===== src/rtl/ps2_scan_decoder_pkg.sv =====
// ps2_pkg: shared decoder states, PS/2 code constants and the event record
package ps2_pkg;
  typedef enum logic [2:0] {S_IDLE, S_BRK, S_EXT, S_EXT_BRK, S_PAUSE} state_t;
  localparam logic [7:0] C_F0 = 8'hF0;
  localparam logic [7:0] C_E0 = 8'hE0;
  localparam logic [7:0] C_E1 = 8'hE1;
  localparam logic [7:0] C_12 = 8'h12;
  localparam logic [7:0] C_AA = 8'hAA;
  localparam logic [7:0] C_FA = 8'hFA;
  localparam logic [7:0] C_EE = 8'hEE;
  localparam logic [7:0] C_FE = 8'hFE;
  typedef struct packed {
    logic [7:0] code;
    logic       brk;
    logic       ext;
  } evt_t;
  function automatic evt_t mk_evt(input logic [7:0] c, input logic b, input logic e);
    return {c, b, e};
  endfunction
  // keyboard status/ack bytes and bus idle patterns are not key events
  function automatic logic is_noise(input logic [7:0] c);
    return c inside {C_AA, C_FA, C_EE, C_FE, 8'h00, 8'hFF};
  endfunction
endpackage


===== src/rtl/ps2_scan_decoder_fifo.sv =====
// ps2_evt_fifo: synchronous event FIFO with valid/ready read side (used under PS2_EVT_FIFO_EN)
module ps2_evt_fifo
  import ps2_pkg::*;
#(
  parameter int DEPTH = 4
) (
  input  logic clk25,
  input  logic clr_n,
  input  logic wr,
  input  evt_t wdata,
  output logic full,
  output logic rd_valid,
  input  logic rd_ready,
  output evt_t rdata
);
  localparam int AW = $clog2(DEPTH);
  localparam int CW = AW + 1;
  evt_t mem [DEPTH];
  logic [AW-1:0] rp, wp;
  logic [CW-1:0] cnt;
  logic rd, we;
  assign rd = rd_valid && rd_ready;
  assign we = wr && (!full || rd);
  assign full = cnt == CW'(DEPTH);
  assign rd_valid = cnt != '0;
  assign rdata = rd_valid ? mem[rp] : '0;
  // pointers wrap naturally at the power-of-two depth
  always_ff @(posedge clk25)
    if (!clr_n) begin
      rp <= '0;
      wp <= '0;
      cnt <= '0;
    end else begin
      if (we) wp <= wp + AW'(1);
      if (rd) rp <= rp + AW'(1);
      cnt <= cnt + CW'(we) - CW'(rd);
    end
  // storage needs no reset; empty entries are masked on the read side
  always_ff @(posedge clk25)
    if (we) mem[wp] <= wdata;
endmodule


===== src/rtl/ps2_scan_decoder.sv =====
// ps2_scan_decoder: debounces the PS/2 receiver byte and decodes make/break/extended events.
// Define PS2_EVT_FIFO_EN for a FIFO_DEPTH event FIFO; otherwise a single output register is used.
module ps2_scan_decoder
  import ps2_pkg::*;
#(
  parameter int STABLE_CYCLES = 5000,
  parameter int FIFO_DEPTH = 4
) (
  input  logic        clk25,
  input  logic        clr_n,
  input  logic [15:0] key,
  output logic        evt_valid,
  input  logic        evt_ready,
  output logic [7:0]  evt_code,
  output logic        evt_break,
  output logic        evt_ext,
  output logic        overflow
);
  localparam int CW = $clog2(STABLE_CYCLES + 1);
  logic [7:0] s1, s2, lb;
  logic [CW-1:0] cnt;
  logic acc;
  state_t st;
  logic [2:0] skip;
  logic wr;
  evt_t wd;
  logic full;
  logic unused_hi;
  assign unused_hi = ^key[15:8];
  if (FIFO_DEPTH < 2 || FIFO_DEPTH > 16 || (FIFO_DEPTH & (FIFO_DEPTH - 1)) != 0)
    $error("FIFO_DEPTH must be a power of two in 2..16");
  // synchronize the newest byte and accept it once it has held still long enough
  always_ff @(posedge clk25)
    if (!clr_n) begin
      s1 <= '0;
      s2 <= '0;
      lb <= '0;
      cnt <= '0;
      acc <= 1'b0;
    end else begin
      s1 <= key[7:0];
      s2 <= s1;
      acc <= (s2 == lb) && (cnt == CW'(STABLE_CYCLES - 1));
      if (s2 != lb) begin
        lb <= s2;
        cnt <= '0;
      end else if (cnt != CW'(STABLE_CYCLES)) cnt <= cnt + CW'(1);
    end
  // prefix decoder; one accepted byte per step, emits a registered write strobe
  always_ff @(posedge clk25)
    if (!clr_n) begin
      st <= S_IDLE;
      skip <= '0;
      wr <= 1'b0;
      wd <= '0;
    end else begin
      wr <= 1'b0;
      if (acc)
        case (st)
          S_IDLE:
            if (lb == C_F0) st <= S_BRK;
            else if (lb == C_E0) st <= S_EXT;
            else if (lb == C_E1) begin
              st <= S_PAUSE;
              skip <= 3'd7;
            end else if (!is_noise(lb)) begin
              wr <= 1'b1;
              wd <= mk_evt(lb, 1'b0, 1'b0);
            end
          S_BRK: begin
            st <= S_IDLE;
            wr <= 1'b1;
            wd <= mk_evt(lb, 1'b1, 1'b0);
          end
          S_EXT:
            if (lb == C_F0) st <= S_EXT_BRK;
            else begin
              st <= S_IDLE;
              wr <= lb != C_12;
              wd <= mk_evt(lb, 1'b0, 1'b1);
            end
          S_EXT_BRK: begin
            st <= S_IDLE;
            wr <= lb != C_12;
            wd <= mk_evt(lb, 1'b1, 1'b1);
          end
          S_PAUSE: begin
            skip <= skip - 3'd1;
            if (skip == 3'd1) begin
              st <= S_IDLE;
              wr <= 1'b1;
              wd <= mk_evt(C_E1, 1'b0, 1'b0);
            end
          end
          default: st <= S_IDLE;
        endcase
    end
`ifdef PS2_EVT_FIFO_EN
  evt_t rdt;
  ps2_evt_fifo #(.DEPTH(FIFO_DEPTH)) u_fifo (
    .clk25   (clk25),
    .clr_n   (clr_n),
    .wr      (wr),
    .wdata   (wd),
    .full    (full),
    .rd_valid(evt_valid),
    .rd_ready(evt_ready),
    .rdata   (rdt)
  );
  assign {evt_code, evt_break, evt_ext} = rdt;
`else
  evt_t ob;
  logic ov;
  // single holding register; a new event replaces the old one only when it is being taken
  always_ff @(posedge clk25)
    if (!clr_n) begin
      ov <= 1'b0;
      ob <= '0;
    end else if (wr && (!ov || evt_ready)) begin
      ov <= 1'b1;
      ob <= wd;
    end else if (evt_ready) ov <= 1'b0;
  assign full = ov;
  assign evt_valid = ov;
  assign {evt_code, evt_break, evt_ext} = ob;
`endif
  // sticky: an event arrived with no room and nothing leaving
  always_ff @(posedge clk25)
    if (!clr_n) overflow <= 1'b0;
    else if (wr && full && !(evt_valid && evt_ready)) overflow <= 1'b1;
endmodule


===== config.mk =====
export PLATFORM = sky130hd
export DESIGN_NAME = ps2_scan_decoder
export DESIGN_NICKNAME = d
export VERILOG_FILES = /design/src/rtl/ps2_scan_decoder_pkg.sv /design/src/rtl/ps2_scan_decoder_fifo.sv /design/src/rtl/ps2_scan_decoder.sv
export SDC_FILE = /design/constraint.sdc
export NUM_CORES = 1
export LEC_CHECK = 0
export BUFFER_PORTS_ARGS = -buffer_cell sky130_fd_sc_hd__buf_2
export CAP_MARGIN = 20
export CORE_ASPECT_RATIO = 1.4
export CORE_MARGIN = 5
export CORE_UTILIZATION = 57
export CTS_CLUSTER_SIZE = 20
export DETAILED_ROUTE_END_ITERATION = 6
export GPL_ROUTABILITY_DRIVEN = 0
export HOLD_SLACK_MARGIN = 0.03
export PLACE_DENSITY_LB_ADDON = 0.15
export SLEW_MARGIN = 20
export SYNTH_ARGS = -nofsm -noshare
export SYNTH_HDL_FRONTEND = slang
export SYNTH_SLANG_ARGS = --single-unit

===== constraint.sdc =====
create_clock -name clk25 -period 2.1 [get_ports clk25]
set_clock_uncertainty 0.15 [all_clocks]
set_input_delay 0.105 -clock clk25 [delete_from_list [all_inputs] [get_ports clk25]]
set_output_delay 0.105 -clock clk25 [all_outputs]
set_load 0.005 [all_outputs]

---- Yosys cells after proc, flatten, opt, wreduce, memory -nomap -nowiden ----
Cells that the tools add are included.
word-level totals
  bits in registers ....................... 67
  bits of input ports ..................... 19
  output and inout bits ................... 12
  word-level logic and storage cells ...... 90
cells by class
  $add $sub $neg .......................... 2
  eq/ne operators ......................... 26
  multiplexer cells ....................... 26
  bitwise logic cells ..................... 1
  reductions and logical operators ........ 19
operators with widths
  kind                     number
  $eq A8 B8 Y1 const B     8
  $mux W10                 6
  $pmux W10 S5             1
  $mux W3                  7
  $ne A2 B2 Y1 const B     7
  $add A13 B1 Y13 const B  1
  $eq A13 B13 Y1 const B   1
  $ne A13 B13 Y1 const B   1
  $pmux W3 S3              1
  $eq A8 B8 Y1             1
  $logic_not A8 Y1         1
  $mux W1                  8
  $ne A8 B5 Y1 const B     1
  $ne A8 B8 Y1             1
  $reduce_and A8 Y1        1
  $eq A3 B1 Y1 const B     2
  $eq A3 B2 Y1 const B     2
  $pmux W3 S2              1
  $reduce_bool A6 Y1       1
  $logic_and A1 B1 Y1      5
  $pmux W1 S5              1
  $reduce_and A5 Y1        1
  $reduce_bool A5 Y1       1
  $ne A4 B4 Y1 const B     1
  other kinds (11)         13

---- Depth between registers and ports, before layout ----
  depth in word-level cells ............... 7
  depth in mapped cells ................... 8
  mapped depth without buffers ............ 7

---- Worst setup path before layout ----
OpenSTA, ideal clock, no wires.
  path type ............................... reg-to-reg
  from .................................... register lb[1]
  to ...................................... register wr
  arrival time ............................ 1.379 ns
  slack ................................... 0.450 ns
  cell stages (with the launch flop) ...... 7
  path buffers ............................ 1
  path through ............................ dfxtp_1 -> buf_6 -> or4b_1 -> o31ai_1 -> a41oi_1 -> a221oi_1 -> nor2_1
on the way
  cells in the longest elaborated chain, start to end .. 7
  elaborated cells on any way between the ends .. 17
  those cells by class .................... 9 x eq/ne; 6 x mux; 2 x reduce/logical
RTL lines
  element                                                  RTL line                    text
  start: declaration                                       ps2_scan_decoder.sv:20      logic [7:0] s1, s2, lb;
  start signal: assignment                                 ps2_scan_decoder.sv:37      lb <= '0;
  start signal: assignment                                 ps2_scan_decoder.sv:45      lb <= s2;
  $eq A8 B8 Y1 / $logic_not A8 Y1 (equally long branches)  ps2_scan_decoder_pkg.sv:22  return c inside {C_AA, C_FA, C_EE, C_FE, 8'h00, 8'hFF};
  $reduce_bool A6 Y1                                       ps2_scan_decoder_pkg.sv:22
  $mux W1                                                  ps2_scan_decoder.sv:66      end else if (!is_noise(lb)) begin
  $mux W1                                                  ps2_scan_decoder.sv:63      else if (lb == C_E1) begin
  $mux W1                                                  ps2_scan_decoder.sv:62      else if (lb == C_E0) st <= S_EXT;
  $mux W1                                                  ps2_scan_decoder.sv:61      if (lb == C_F0) st <= S_BRK;
  $pmux W1 S5 *                                            ps2_scan_decoder.sv:59      case (st)
  end signal: assignment                                   ps2_scan_decoder.sv:57      wr <= 1'b0;
  end signal: assignment                                   ps2_scan_decoder.sv:67      wr <= 1'b1;
  end signal: assignment                                   ps2_scan_decoder.sv:72      wr <= 1'b1;
  end: declaration                                         ps2_scan_decoder.sv:25      logic wr;
Mark *: on every way between the ends. The rest lies on a longest branch, timed or not.
A chain may end at the register's enable or synchronous reset.

---- Worst setup path in the final report ----
  from .................................... register lb[6]
  to ...................................... register wd[6] (netlist bit)
on the way
  cells in the longest elaborated chain, start to end .. 4
  elaborated cells on any way between the ends .. 16
  those cells by class .................... 13 x eq/ne; 3 x reduce/logical
RTL lines
  element                                                  RTL line                    text
  $eq A8 B8 Y1 / $logic_not A8 Y1 (equally long branches)  ps2_scan_decoder_pkg.sv:22
  $reduce_bool A6 Y1                                       ps2_scan_decoder_pkg.sv:22
  $ne A2 B2 Y1 (no source line)                            -
  $reduce_and A8 Y1 (no source line) *                     -
  end signal: assignment                                   ps2_scan_decoder.sv:68      wd <= mk_evt(lb, 1'b0, 1'b0);
  end signal: assignment                                   ps2_scan_decoder.sv:73      wd <= mk_evt(lb, 1'b1, 1'b0);
  end signal: assignment                                   ps2_scan_decoder.sv:80      wd <= mk_evt(lb, 1'b0, 1'b1);
  end: declaration                                         ps2_scan_decoder.sv:26      evt_t wd;
Marked as above.

==> summary by stage <==
Status
The flow ran to the end, and the final reports show no timing, DRC or antenna violations.

Worst setup path
For the worst flop-to-flop path, the logic depth is 6. The reg2reg setup slack is 0.24 ns. STA classifies the critical path endpoint as a register. The data arrival time of the critical path is 1.96 ns. The startpoint identified for the worst register-to-register timing path is lb[6]. The worst setup path is launched from a register.

The destination of the worst register-to-register timing path is wd[6]. For the worst setup path, the data required time is 2.20 ns. The critical-path maximum fanout is 10. In this run the worst setup path begins at lb[6]. The path type of the worst setup path is reg -> reg.

Floorplanning
The placement row count is 30. The die is 93.1 um tall. The overall die area is 6460 um2.

The starting density of the core is 0.585. The area of the core is 4800 um2. The number of primary I/O pins is 31. The horizontal die dimension is 69.4 um.

Timing
The total negative slack for setup checks is 0 ns. The clock period could shrink to 1.86 ns. Measured against its own limit, the worst slew margin works out to 0.717.

The total count of max-transition violations in the final report is 0. Setup repair after global routing left no endpoint under its margin. The setup slack of the critical path after layout is 0.241 ns. Based on the critical path, the design can be clocked at up to 538 MHz. Dividing the final minimum period by the clock period gives 0.885.

Setup violations remaining at the end of the flow were counted as 0. At the pin with the least slew margin, the transition time is 0.423 ns. The number of hold violations in the final report came to 0.

Logic synthesis
The arithmetic-cell share of the synthesized area counting full adders, half adders and majority gates is 0.0178. The number of warnings printed during yosys synthesis is 0. The portion of synthesized area spent on multiplexers is 0.0783. The synthesized design contains 0 enable-type register cells. The compound-cell area share of the yosys netlist is 0.0721. The leading register cell type out of synthesis is sky130_fd_sc_hd__dfxtp_1.

A synthesized cell averages 9.63 um2. After synthesis, the netlist uses 45 different library cells. The cell area that synthesis handed to floorplanning was 2810 um2. The sequential element share of the synthesized area is 0.477. The async set or reset register ratio after synthesis is 0. Synthesis handed over a netlist of 292 instances.

The combinational family with the most area after synthesis is simple AND/OR/NAND/NOR gates. The synthesized-area fraction occupied by and/or/nand/nor cells is 0.251. Of the total synthesized cell area, the portion taken by XOR and XNOR cells is 0.0592. Counting flops and latches in the post-synthesis netlist gives 67. The number of nets in the synthesized netlist is 315.

Hold path
Along the worst hold path, the cell count comes to 1. The worst-case hold path end point is s2[6]. The worst hold path startpoint is s1[6].

In this run the worst hold path is classified as reg -> reg.

Finish
The commonest non-fill, non-tap cell in the layout is sky130_fd_sc_hd__dfxtp_1. The repair_antennas step left the layout with diodes totalling 0. Leaving out fill and tap cells, the most frequent cells in the layout are 67 x sky130_fd_sc_hd__dfxtp_1, 25 x sky130_fd_sc_hd__and2_1, 22 x sky130_fd_sc_hd__mux2i_1, 22 x sky130_fd_sc_hd__buf_2, 21 x sky130_fd_sc_hd__nor2_1. For this run, the post-layout net count is 349. Of the cells placed in the final design, the portion with a size suffix greater than 1 is 0.148. The post-route non-filler standard cell count is 395. The area added between synthesis and finish is 17.4%.

Power
The leakage power figure is 0.00144 uW. The internal cell power is 2080 uW. The share of total power dissipated in sequential elements is 0.504. The power density relative to cell area is 785 nW/um2. The combinational fraction of design power is 0.039.

The analysis attributes to net switching a power of 513 uW. The switching part of the total is 0.198. The worst-case IR drop observed on VDD is 760 uV. The clock network power share is 0.456.

Routing
In the routed design, unresolved DRC markers number 0. The total wire length is 4790 um. Dividing the detail-routed wire length by the instance count gives 12.1 um. The count of antenna-violating nets left after detailed routing is 0. The via count is 2052. In this run, the number of DRC markers left after iteration 0 of detailed routing was 90. For this run, the detailed router's first-pass iteration total came to 5.

The per-cell via count in the routed design is 5.19.

Clock network
The setup fix buffers added after clock tree synthesis is 0. At the later pin of the worst-skew pair, clock insertion delay measures 0.33 ns. After clock tree synthesis, the repair step resized 0 gates.

The clock net in this run drives a total of 67 sinks. After clock tree synthesis, the clock-pin slew on the worst setup and hold paths is 0.07 ns. The number of buffers created by CTS is 9.

The clock root buffer is sky130_fd_sc_hd__clkbuf_8. TritonCTS built the clock tree. The longest clock path from root to sink contains 2 buffers. In this run the number of H-tree levels came out at 3.

Place
The count of buffers added on input and output ports is 22. The HPWL reported at the end of detailed placement is 3250 um. Prior to clock tree synthesis, the placed netlist has a worst setup slack of 0.282 ns. In this run, placement finished with an instance count of 368.

GRT
The pin count of the biggest net entering global routing is 34. The total congestion overflow is 0. Across every metal layer, demand over resource in global routing totals 0.162.

The number of antenna violations at the first check in global routing was 0. The first-pass GRT wire length is 8460 um. The number of global-route vias before repair is 1948.

Job
The count of max-cap constraint violations is 0.
==> power by group through the flow <==
stage	Combinational (uW)	Clock (uW)	Sequential (uW)
floorplan	66.5	0	1330
CTS	103	1220	1310
detailed placement	88.4	0	1330
global placement	86.6	0	1330
global route	114	1280	1310
finish	102	1180	1310
==> registers in the layout, indices dropped and copies added (netlist names) <==
register and count:
acc 1, cnt 13, evt_break 1, evt_code 8, evt_ext 1, evt_valid 1
lb 8, overflow 1, s1 8, s2 8, skip 3, st 3
wd 10, wr 1
==> stage by stage <==
| stage | utilization | instance area (um2) | hold slack (ns) | power (uW) |
|---|---|---|---|---|
| final | 0.687 | 3300 | 0.282 | 2590 |
| after global routing | 0.687 | 3300 | 0.298 | 2700 |
| after CTS | 0.687 | 3300 | 0.284 | 2630 |
| after detailed placement | 0.617 | 2960 | 0.164 | 1420 |
| after global placement | 0.617 | 2960 | 0.159 | 1420 |
| after floorplan | - | 2810 | 0.0823 | 1400 |
==> layout make-up <==
class | count | area [um2]
fill | 443 | 1500
multi-input combinational | 201 | 1350
sequential | 67 | 1340
timing repair buffer | 39 | 278
clock buffer | 12 | 155
tap | 64 | 80.1
clock inverter | 4 | 72.6
inverter | 8 | 30.0
==> logic make-up after synthesis <==
logic type | after synthesis
simple gates | 127
flops | 67
compound gates | 29
buf+inv | 24
mux | 22
xor+xnor | 19
fa+ha+maj | 4
==> worst max-delay path, stage by stage, from the launching register on <==
cell	delay (ns)
sky130_fd_sc_hd__dfxtp_1	0.44
sky130_fd_sc_hd__nand3_1	0.16
sky130_fd_sc_hd__nor3_2	0.29
sky130_fd_sc_hd__nand2_2	0.10
sky130_fd_sc_hd__o221ai_2	0.20
sky130_fd_sc_hd__buf_4	0.24
sky130_fd_sc_hd__mux2i_1	0.20
==> worst max-delay path by stage <==
stage          cells after the start  slack [ns]  endpoint
2_1_floorplan                      6        0.45        wr
3_3_place_gp                       5        0.28        wr
3_5_place_dp                       5        0.28        wr
4_1_cts                            6        0.24     wd[1]
5_1_grt                            6        0.11     wd[1]
6_report                           6        0.24     wd[6]
==> metal layers <==
layer,vias up,GRT usage,wire (um)
met5,-,0,0
met4,0,0.0977,137
met3,12,0.0538,156
met2,29,0.283,2490
met1,951,0.166,2010
li1,1060,-,-
==> Yosys cell counts, drive strengths merged (2+ instances only) <==
master / instances / area (um2)
dfxtp: 67 / 1340
and2: 25 / 156
mux2i: 22 / 220
nand2: 21 / 81.3
nor2: 21 / 78.8
nor2b: 16 / 100
nand3: 14 / 70.1
xor2: 11 / 96.3
a21oi: 8 / 40.0
buf: 8 / 66.3
clkbuf: 8 / 30.0
inv: 8 / 30.0
xnor2: 8 / 70.1
o21ai: 7 / 35.0
nor4: 6 / 37.5
nand4: 5 / 31.3
ha: 4 / 50.1
and4: 3 / 27.5
nand3b: 3 / 22.5
nor3: 3 / 20.0
o211a: 3 / 30.0
nand2b: 2 / 12.5
nor3b: 2 / 15.0
or3: 2 / 12.5
==> timing repair <==
action                                 CTS  global route
setup endpoints to repair                0             0
endpoints found under the hold margin   14             0
hold buffers                            11             0
Note: power is estimated with default switching activity, not from simulation.
